[config.mk]
export PLATFORM = sky130hd
export DESIGN_NAME = learn_guide
export DESIGN_NICKNAME = d
export VERILOG_FILES = /design/src/rtl/learn_guide.sv
export SDC_FILE = /design/constraint.sdc
export NUM_CORES = 1
export LEC_CHECK = 0
export CORE_ASPECT_RATIO = 0.8
export CORE_UTILIZATION = 59
export DETAILED_ROUTE_END_ITERATION = 16
export PLACE_DENSITY = 0.93
export SLEW_MARGIN = 40
export SYNTH_ARGS = -nofsm -noshare
export SYNTH_HDL_FRONTEND = slang
export SYNTH_SLANG_ARGS = --single-unit
[constraint.sdc]
create_clock -name clk -period 7.8 [get_ports clk]
set_input_delay 1.17 -clock clk [delete_from_list [all_inputs] [get_ports clk]]
set_output_delay 1.17 -clock clk [all_outputs]
set_load 0.02 [all_outputs]
[src/rtl/learn_guide.sv]
// Piano learning guide: walks a song ROM, lights the expected key and scores presses.
// Optional LEARN_TIMEOUT_EN: a note left unplayed for TIMEOUT_TICKS ticks counts as an error and advances.
module learn_guide #(
    parameter int NKEYS         = 7,
    parameter int DEPTH         = 64,
    parameter int TICK_DIV      = 100_000_000,
    parameter int TIMEOUT_TICKS = 3,
    parameter int SCORE_W       = 16
) (
    input  logic                         clk,
    input  logic                         rst_n,
    input  logic                         en,
    input  logic                         start,
    input  logic [$clog2(DEPTH):0]       song_len,
    input  logic [NKEYS-1:0]             key,
    output logic [$clog2(DEPTH)-1:0]     rom_addr,
    input  logic [$clog2(NKEYS+1)-1:0]   rom_note,
    output logic [NKEYS-1:0]             led,
    output logic [$clog2(NKEYS+1)-1:0]   note_out,
    output logic                         right,
    output logic                         wrong,
    output logic                         busy,
    output logic                         finished,
    output logic [SCORE_W-1:0]           score,
    output logic [7:0]                   errors
);

    // state   | meaning
    // IDLE    | learning mode off or not started
    // FETCH   | rom_addr presents idx
    // WAIT    | rom_note valid, latched into exp_note
    // PROMPT  | led shows expected key, presses judged
    // RELEASE | correct key held, buzzer sounds until release
    // DONE    | song complete, results frozen
    localparam logic [2:0] S_IDLE    = 3'd0;
    localparam logic [2:0] S_FETCH   = 3'd1;
    localparam logic [2:0] S_WAIT    = 3'd2;
    localparam logic [2:0] S_PROMPT  = 3'd3;
    localparam logic [2:0] S_RELEASE = 3'd4;
    localparam logic [2:0] S_DONE    = 3'd5;

    localparam int AW = $clog2(DEPTH);
    localparam int KW = $clog2(NKEYS + 1);
    localparam int TW = $clog2(TICK_DIV + 1);
    localparam logic [TW-1:0] TICK_LOAD = TW'(TICK_DIV - 1);

    logic [2:0]         state;
    logic [AW-1:0]      idx;
    logic [KW-1:0]      exp_note;
    logic [NKEYS-1:0]   key_s1;
    logic [NKEYS-1:0]   key_s2;
    logic [NKEYS-1:0]   key_d;
    logic [TW-1:0]      tick_cnt;
    logic [NKEYS-1:0]   exp_oh;
    logic               press;
    logic               tick;
    logic               timeout;
    logic               last;
    logic               advance;
    logic [SCORE_W:0]   score_sum;
    logic [SCORE_W-1:0] score_add;
    logic [7:0]         err_inc;

    always_ff @(posedge clk or negedge rst_n) begin
        if (!rst_n) begin
            key_s1 <= '0;
            key_s2 <= '0;
            key_d  <= '0;
        end else begin
            key_s1 <= key;
            key_s2 <= key_s1;
            key_d  <= key_s2;
        end
    end

    assign press = (key_s2 != '0) && (key_d == '0);

    always_comb begin
        exp_oh = '0;
        for (int i = 0; i < NKEYS; i++) begin
            if (exp_note == KW'(i + 1)) exp_oh[i] = 1'b1;
        end
    end

    // Tick prescaler reloads on PROMPT entry so a rest lasts exactly TICK_DIV cycles.
    always_ff @(posedge clk or negedge rst_n) begin
        if (!rst_n) begin
            tick_cnt <= '0;
        end else if (state == S_WAIT) begin
            tick_cnt <= TICK_LOAD;
        end else if (state == S_PROMPT) begin
            tick_cnt <= (tick_cnt == '0) ? TICK_LOAD : tick_cnt - TW'(1);
        end else begin
            tick_cnt <= '0;
        end
    end

    assign tick = (state == S_PROMPT) && (tick_cnt == '0);

`ifdef LEARN_TIMEOUT_EN
    localparam int MW = $clog2(TIMEOUT_TICKS + 1);
    logic [MW-1:0] tmo_left;

    always_ff @(posedge clk or negedge rst_n) begin
        if (!rst_n) begin
            tmo_left <= '0;
        end else if (state == S_WAIT) begin
            tmo_left <= MW'(TIMEOUT_TICKS - 1);
        end else if (tick && tmo_left != '0) begin
            tmo_left <= tmo_left - MW'(1);
        end
    end

    assign timeout = tick && (tmo_left == '0);
`else
    assign timeout = 1'b0;
`endif

    assign last      = ({1'b0, idx} + (AW + 1)'(1)) == song_len;
    assign score_sum = {1'b0, score} + (SCORE_W + 1)'(10);
    assign score_add = score_sum[SCORE_W] ? '1 : score_sum[SCORE_W-1:0];
    assign err_inc   = (errors == 8'hFF) ? errors : errors + 8'd1;

    // A press on a real note always wins over a simultaneous timeout.
    always_comb begin
        advance = 1'b0;
        case (state)
            S_PROMPT:  advance = (exp_note == '0) ? tick : (!press && timeout);
            S_RELEASE: advance = (key_s2 == '0);
            default:   advance = 1'b0;
        endcase
    end

    always_ff @(posedge clk or negedge rst_n) begin
        if (!rst_n) begin
            state    <= S_IDLE;
            idx      <= '0;
            exp_note <= '0;
            score    <= '0;
            errors   <= '0;
            right    <= 1'b0;
            wrong    <= 1'b0;
            finished <= 1'b0;
        end else begin
            right <= 1'b0;
            wrong <= 1'b0;
            if (!en) begin
                state <= S_IDLE;
            end else begin
                case (state)
                    S_IDLE, S_DONE: begin
                        if (start) begin
                            score  <= '0;
                            errors <= '0;
                            idx    <= '0;
                            if (song_len == '0) begin
                                state    <= S_DONE;
                                finished <= 1'b1;
                            end else begin
                                state    <= S_FETCH;
                                finished <= 1'b0;
                            end
                        end
                    end
                    S_FETCH: state <= S_WAIT;
                    S_WAIT: begin
                        exp_note <= rom_note;
                        state    <= S_PROMPT;
                    end
                    S_PROMPT: begin
                        if (exp_note != '0) begin
                            if (press) begin
                                if (key_s2 == exp_oh) begin
                                    right <= 1'b1;
                                    score <= score_add;
                                    state <= S_RELEASE;
                                end else begin
                                    wrong  <= 1'b1;
                                    errors <= err_inc;
                                end
                            end else if (timeout) begin
                                wrong  <= 1'b1;
                                errors <= err_inc;
                            end
                        end
                    end
                    S_RELEASE: ;
                    default: state <= S_IDLE;
                endcase
                if (advance) begin
                    if (last) begin
                        state    <= S_DONE;
                        finished <= 1'b1;
                    end else begin
                        idx   <= idx + AW'(1);
                        state <= S_FETCH;
                    end
                end
            end
        end
    end

    assign rom_addr = idx;
    assign led      = (state == S_PROMPT) ? exp_oh : '0;
    assign note_out = (state == S_RELEASE && (key_s2 & exp_oh) != '0) ? exp_note : '0;
    assign busy     = (state == S_FETCH) || (state == S_WAIT) ||
                      (state == S_PROMPT) || (state == S_RELEASE);

endmodule

# Word-level counts from Yosys, hierarchy flattened
# Index checks and enable logic that the tools add are counted.
classes:
  add_sub_neg: 5
  n_eq_ne: 26
  mux: 54
  n_bitwise: 1
  n_reduce_logical: 21
ops:
  columns: ["cell", "count"]
  rows:
  - ["$mux 27", 3]
  - ["$mux 16", 5]
  - ["$mux 8", 5]
  - ["$pmux 16 s2", 1]
  - ["$logic_not 27->1", 1]
  - ["$mux 3", 9]
  - ["$sub 27x1->27 const B", 1]
  - ["$mux 6", 4]
  - ["$mux 1", 23]
  - ["$logic_not 7->1", 3]
  - ["$eq 3x3->1 const B", 6]
  - ["$add 16x4->17 const B", 1]
  - ["$ne 4x4->1 const B", 4]
  - ["$pmux 8 s2", 1]
  - ["$pmux 3 s5", 1]
  - ["$eq 7x7->1", 2]
  - ["$reduce_bool 7->1", 2]
  - ["$eq 3x2->1 const B", 4]
  - ["$ne 2x2->1 const B", 6]
  - ["$add 8x1->8 const B", 1]
  - ["$eq 8x8->1 const B", 1]
  - ["$add 6x1->7 const B", 1]
  - ["$and 7x7->7", 1]
  - ["$mux 7", 1]
  - ["14 further kinds", 20]
totals:
  ff_bits: 87

# Logic depth before layout (Yosys ltp)
# Gate-level depths: netlist of the first run.
logic_depth:
  word_depth: 9
  mapped_depth: 13
  mapped_depth_nobuf: 10

# Worst setup path after synthesis of the first run
# No wires, ideal clock.
synth_path:
  kind: "register to output"
  start: "reg state[1]"
  end: "out led[1]"
  arrival_time_ns: 1.527
  setup_slack_ns: 5.103
  path_stages_with_launch: 4
  n_path_buf: 1
  path_cell_list: "dfrtp_1 -> clkbuf_1 -> nand3b_1 -> nor4_1"
synth_between:
  elab_chain_len: 2
synth_lines:
  columns: ["item", "line_no", "source"]
  rows:
  - ["from (decl)", "47", "logic [2:0] state;"]
  - ["from (signal assigned)", "136", "state <= S_IDLE;"]
  - ["from (signal assigned)", "148", "state <= S_IDLE;"]
  - ["from (signal assigned)", "157", "state <= S_DONE;"]
  - ["$eq 3x2->1", "204", "assign led = (state == S_PROMPT) ? exp_oh : '0;"]
  - ["$mux 7", "204", null]
  - ["to (decl)", "18", "output logic [NKEYS-1:0] led,"]
# Every way passes these cells.

# Worst setup path after layout of the first run
layout_path:
  start: "reg exp_note[1]"
  end: "out note_out[1]"
layout_between:
  elab_chain_len: 6
layout_lines:
  columns: ["item", "line_no", "source"]
  rows:
  - ["from (decl)", "49", "logic [KW-1:0] exp_note;"]
  - ["from (signal assigned)", "167", "exp_note <= rom_note;"]
  - ["$eq 3x1->1, or another cell as far along", "81", "if (exp_note == KW'(i + 1)) exp_oh[i] = 1'b1;"]
  - ["$mux 1", "81", null]
  - ["$and 7x7->7", "205", "assign note_out = (state == S_RELEASE && (key_s2 & exp_oh) != '0) ? exp_note : '0;"]
  - ["$reduce_bool 7->1", "205", null]
  - ["$logic_and 1x1->1", "205", null]
  - ["$mux 3 (*)", "205", null]
  - ["to (decl)", "19", "output logic [$clog2(NKEYS+1)-1:0] note_out,"]
# Mark *: on every way between the ends. The rest lies on a longest branch, timed or not.

==> results of run 1 <==
==> state kept, by name, summed over array words and instances (netlist names) <==
register  flops
tick_cnt     27
score        16
errors        8
key_d         7
key_s1        7
key_s2        7
rom_addr      6
exp_note      3
state         3
finished      1
right         1
wrong         1
==> cell usage in the layout, fill, tap and decap left out, drive strengths merged, types with 3 or more instances in the layout <==
cell,instances
o31ai,3
o21a,5
a211oi,3
a31oi,6
mux2,4
clkinv,3
a21oi,24
or4,9
or3,10
dfrtp,87
and3,6
nor3b,5
nor4,18
nand2b,6
inv,10
xor2,11
nor2,57
ha,12
o211ai,9
nand3,18
clkbuf,12
nor3,21
and2,9
xnor2,24
o22ai,4
nand2,39
nand4b,3
clkdlybuf4s50,63
nand4,3
o21ai,27
==> how the worst min path moves through the flow <==
stage / start / to / slack (ps) / cells past startpoint
floorplan: key_s1[0] / key_s2[0] / 330 / 0
global placement: key_s1[4] / key_s2[4] / 330 / 0
detailed placement: key_s1[6] / key_s2[6] / 330 / 0
CTS: key_s1[6] / key_s2[6] / 350 / 0
global route: key_s1[6] / key_s2[6] / 360 / 0
finish: key_s1[6] / key_s2[6] / 350 / 0
==> power by group <==
part,switching [W],internal (W)
Sequential,0.0000468,0.000483
Combinational,0.000159,0.000107
Clock,0.000167,0.000160
Total,0.000373,0.000750
==> layer usage <==
metal  GRT usage (%)  wire [µm]  up-vias
met5               0          0        -
met4            12.9        236        0
met3            8.14        685       25
met2            49.2       5340      175
met1            38.3       4660     1974
li1                -          -     1805
==> critical path: cells and delay by family, from the launching register on <==
family | cells | cell delay, ps
buffers and inverters | 2 | 780
DFF | 1 | 510
and+or+nand+nor | 3 | 410
AOI/OAI and AO/OA | 1 | 230
adders and majority gates | 1 | 190
==> area by class of cell <==
class | instances | area share [%]
timing repair buffer | 64 | 12.0
tap | 87 | 2.03
multi-input combinational | 356 | 40.8
clock inverter | 5 | 1.21
clock buffer | 11 | 2.64
inverter | 9 | 0.631
sequential | 87 | 40.7
==> through the flow <==
step	total power [W]	setup slack, ps
floorplan	0.000713	5100
global placement	0.000774	4170
detailed placement	0.000796	4040
CTS	0.00112	4140
finish	0.00112	4150
global route	0.00118	3890
==> kinds of logic (layout without fill, tap and decap cells) <==
kind of cell	Yosys count	in the layout	synth area share (%)
simple gates	211	211	24.5
mux	5	5	1.24
buf+inv	26	89	2.25
compound gates	92	92	12.7
fa+ha+maj	13	13	3.59
flops	87	87	48.9
xor+xnor	35	35	6.88
==> results by group, run 1 <==
Status
  • Status: finished clean

STA
  • Worst-Margin Slew: roughly 730 ps
  • Final Skew: around 8.4 ps
  • Final setup fails: 0
  • Relative slew slack: 50.6%
  • Fmax: around 270 MHz
  • Final hold vios: 0
  • Setup Total Neg Slack: 0 ps
  • Final Critical Period: 3650 ps
  • Final slew viol count: 0
  • Tcrit/Tclk final: between 40% and 50%
  • Hold WS: 354 ps
  • Unrepaired setup endpoints after global routing: false

Clock tree
  • Clk slew on worst S/H paths: around 90 ps
  • Resized Gates After CTS: 0
  • Hold-fix buffers at CTS: 0
  • Clock Path Buffers: 2
  • Clock sink count: 87
  • Clock Latency Late Sink: 370 ps
  • CTS Buf Count: 9
  • Post-CTS Setup Inserts: 0
  • Clock root buffer: clkbuf_8
  • CTS tree: yes
  • H-tree levels: 3

Route
  • DR vias: 3979
  • Final ANT Viol Nets: 0
  • Drt pass-1 iters: 5
  • Initial DRC count: 349
  • Per-cell routed wire length: between 15 and 20 µm
  • Via-to-Cell Ratio: 6.43
  • Drt total wl: 10900 µm
  • DRC Markers: 0

Cells and area
  • Register area: 0.00218 mm²
  • Fin area: roughly 0.0054 mm²
  • Filler cells: 473
  • N_diodes: 0
  • NumNets Final: 560
  • Fin util: 75.5%
  • Area of the multi-input gates: ~0.0022 mm²
  • Share of layout cells above drive strength 1: under 10%
  • Final std cells w/o fill: 619
  • Area Growth Syn to Fin: 20.2%

Worst setup path
  • Setup crit start: exp_note[1]
  • Worst Path Max Fanout: 10
  • Worst r2r dst: score[13]
  • Reg2Reg Launch Point: exp_note[0]
  • Crit path to: note_out[1]
  • CP Launch Type: flip-flop
  • WP data required: about 6600 ps
  • Setup crit end kind: output port
  • Slowest CP cell: clkdlybuf4s50_1
  • Crit path top cell by count: nor3_1
  • Critical path class: flip-flop to output port
  • Crit-path cells: inv_1 -> nor3_1 -> ha_1 -> nor3_1 -> a21oi_1 -> and2_1 -> clkdlybuf4s50_1
  • Worst reg2reg path depth: 10
  • CP peak stage delay: 600 ps
  • CP arrival: 2480 ps
  • R2r setup slk: 4360 ps

Logic synthesis
  • Most common cell in the netlist: dfrtp_1
  • Synthesized area: 0.00446 mm²
  • Seq/Total Area, Yosys: 48.9%
  • Top cell type's share of synthesized area: 48.9%
  • Number of flops mapped to enable cells by yosys: 0
  • Async S/R FF share, synth: 100%
  • Synth cell types: 47
  • Syn avg cell area: approximately 9.5 µm²
  • Synth top area cells: dfrtp_1, nor2_1, xnor2_1
  • Synth Warn #: 0
  • Post-synth top cells: dfrtp_1, nor2_1, nand2_1, o21ai_0
  • Synth area leader: dfrtp_1
  • Synth Instances: about 470
  • Main synth FF type: dfrtp_1
  • Yosys reg bits: 87
  • Syn_nets: 502

Floorplanning
  • Initial Util: 62.8%
  • Ports: 65
  • Row cnt: 27
  • Die area: 0.00791 mm²
  • Core box area: between 0.007 and 0.008 mm²
  • DIE HEIGHT: about 80 µm
  • Die width: just under 100 µm

Placement
  • GP Congestion: 0.837
  • DP Area: 0.00514 mm²
  • Placed cells: 603
  • Port-buffer cells: 64
  • Hpwl dp: 7440 µm

GRT
  • Largest net degree at the start of global routing: 88
  • Total congestion overflow: 0
  • Initial antenna violation count: 0
  • Vias in the first global route: 3881
  • First-pass GRT wire length: 18400 µm
  • Total GRT Usage: 30.1%

Job
  • MaxCap Viol Count: 0

Hold path
  • Hold WC Path Type: flip-flop to flip-flop

Power and ir drop
  • Leakage: 2.24 nW
  • Maximum vdd ir drop: between 0.15 and 0.2 mV
  • Pwr/cell area: ~210 mW/mm²
Note: power is estimated with default switching activity, not from simulation.
==> inputs of run 2 (changes only) <==
Settings changed: CORE_UTILIZATION 59 to 55, PLACE_DENSITY 0.93 to 0.88.
Clock period 7.8 ns to 3.5 ns, I/O delays scaled along.
==> results by group, run 2 (synthesis results as in run 1) <==
Route
  • Drt pass-1 iters: 5 (unchanged)
  • Per-cell routed wire length: 16.5 µm (-6.6%)
  • Via-to-Cell Ratio: 6.07 (-5.5%)
  • Drt total wl: 10600 µm (-3.3%)
  • Final ANT Viol Nets: 0 (unchanged)
  • Metal2 WL: 5140 µm (-3.7%)
  • Metal3 WL: 609 µm (-11%)
  • Initial DRC count: 283 (-19%)
  • Top routing layer in use: met4
  • DRC Markers: 0 (unchanged)
  • WL met1: 4640 µm (-0.24%)
  • DR vias: 3892 (-2.2%)

Clock tree
  • Hold-fix buffers at CTS: 0 (unchanged)
  • CTS tree: yes
  • H-tree levels: 3 (unchanged)
  • CTS Buf Count: 9 (unchanged)
  • Clock Path Buffers: 2 (unchanged)
  • Clock Latency Late Sink: 360 ps (about the same)
  • Clock sink count: 87 (unchanged)
  • Clk slew on worst S/H paths: 90 ps (about the same)
  • Resized Gates After CTS: 0 (unchanged)
  • Clock root buffer: clkbuf_8
  • Post-CTS Setup Inserts: 0 (unchanged)

Worst setup path
  • Crit path top cell by count: nor2_1
  • CP Launch Type: flip-flop
  • CP Buf/Inv Count: 1 (-1)
  • Worst path top cell family by delay: simple AND/OR/NAND/NOR gates
  • CP arrival: 3330 ps (+850 ps)
  • Crit-path cells: nand2b_1 -> nor2_1 -> ha_1 -> nor4_1 -> nand2_1 -> or4_1 -> inv_2 -> nor2_1 -> a211oi_1 -> o21ai_0
  • Worst Path Max Fanout: 11 (+1)
  • WP data required: 3710 ps (-2920 ps)
  • Setup crit end kind: flip-flop
  • CP peak stage delay: 600 ps (about the same)
  • Slowest CP cell: or4_1
  • Critical path class: flip-flop to flip-flop

Cells and area
  • Most frequent cells in the layout: dfrtp_1, clkdlybuf4s50_1, nor2_1
  • Top flop regs: tick_cnt: 27 flops, score: 16 flops, errors: 8 flops
  • Share of layout cells above drive strength 1: 5.60% (+0.71 points)
  • Area Growth Syn to Fin: 22.8%
  • N_diodes: 0 (unchanged)
  • Max reg flops: 27 (unchanged)
  • NumNets Final: 564 (+0.71%)
  • Largest register by flop count: tick_cnt
  • Leading cell type in the layout, fill and taps excluded: dfrtp_1
  • Fin area: 0.00547 mm² (+2.2%)

STA
  • Hold WS: 189 ps (-164 ps)
  • Final hold vios: 0 (unchanged)
  • Final Skew: 10.3 ps (+1.96 ps)
  • Worst-Margin Slew: 779 ps (+44.4 ps)
  • Tcrit/Tclk final: 89.1%
  • Fmax: ~320 MHz
  • Unrepaired setup endpoints after global routing: false
  • Setup Total Neg Slack: 0 ps (unchanged)
  • Final setup fails: 0 (unchanged)
  • Relative slew slack: 47.6% (-3.0 points)
  • Final slew viol count: 0 (unchanged)
  • Final Critical Period: 3120 ps

Floorplanning
  • Initial Util: 58.6% (-4.2 points)
  • DIE HEIGHT: 82.5 µm (+3.5%)
  • Die width: 103 µm (+3.5%)
  • Die area: 0.00847 mm² (+7.1%)
  • Row cnt: 28 (+3.7%)
  • Ports: 65 (unchanged)
  • Core box area: 0.00760 mm² (+7.2%)

GRT
  • Vias in the first global route: 3726 (-4.0%)
  • Total congestion overflow: 0 (unchanged)
  • Initial antenna violation count: 0 (unchanged)
  • Total GRT Usage: 26.8% (-3.4 points)
  • Largest net degree at the start of global routing: 88 (unchanged)
  • First-pass GRT wire length: 17400 µm (-5.6%)

Placement
  • Hpwl dp: 7380 µm (-0.70%)
  • DP Area: 0.00519 mm² (+1.0%)
  • Port-buffer cells: 64 (unchanged)
  • GP Congestion: 0.856 (+2.3%)

Power and ir drop
  • Pwr/cell area: 490 mW/mm² (+130%)
  • Switching pwr: 0.000797 W (+110%)
  • Clock share of power: 34.2% (+5.1 points)
  • Comb pwr share: 22.0% (-1.7 points)
  • P_int: 0.00189 W (+150%)
  • Maximum vdd ir drop: 0.314 mV (+110%)
  • Flop pwr share: 43.9% (-3.3 points)
  • Switching Fraction: 29.7% (-3.5 points)
  • Leakage: 2.29 nW (+2.2%)

Job
  • MaxCap Viol Count: 0 (unchanged)

Hold path
  • Hold WC Path Type: input pin to async pin

Status
  • Status: finished clean
run 2: changes by cell type in the layout (fill, tap and decap cells not counted):
cell,change
bufinv_16,+3
clkinv_4,-2
buf_4,+4
inv_6,-1
run 2: final cells by class:
type,instances,area (µm²)
Multi-Input combinational cell,356,2180
Sequential cell,87,2180
Fill cell,548,2130
Timing Repair Buffer,68,674
Clock buffer,11,141
Tap cell,105,131
Clock inverter,5,129
Inverter,9,33.8
run 2: metal layers:
metal / GRT usage (%) / up-vias
met5: 0 / -
met4: 8.43 / 0
met3: 6.06 / 17
met2: 45.9 / 139
met1: 33.8 / 1920
li1: - / 1816
run 2: path summary, 6_finish.rpt:
kind | start | end | slack, ps | cells after the start
worst max-delay path | exp_note[0] | score[13] | 380 | 10
worst min-delay path | rst_n | score[5] | 190 | 1
worst max register to register | exp_note[0] | score[13] | 380 | 10
worst min register to register | key_s1[5] | key_s2[5] | 350 | 0
max in group asynchronous | rst_n | key_s1[4] | 2810 | 1
min in group clk | key_s1[5] | key_s2[5] | 350 | 0
run 2: power groups by stage:
stage | combinational, W | sequential, W | clock [W]
after floorplan | 0.000432 | 0.00116 | 0
after global placement | 0.000542 | 0.00118 | 0
after detailed placement | 0.000575 | 0.00119 | 0
after CTS | 0.000587 | 0.00117 | 0.000927
after global routing | 0.000659 | 0.00119 | 0.000974
final | 0.000590 | 0.00118 | 0.000917
run 2: through the flow:
stage	power [W]	util, %	setup WS (ps)	instances
after floorplan	0.00159	-	830	469
after global placement	0.00173	68.3	640	625
after global routing	0.00282	72.0	64.3	641
after detailed placement	0.00177	68.3	453	625
final	0.00268	72.0	382	641
after CTS	0.00269	71.9	417	641
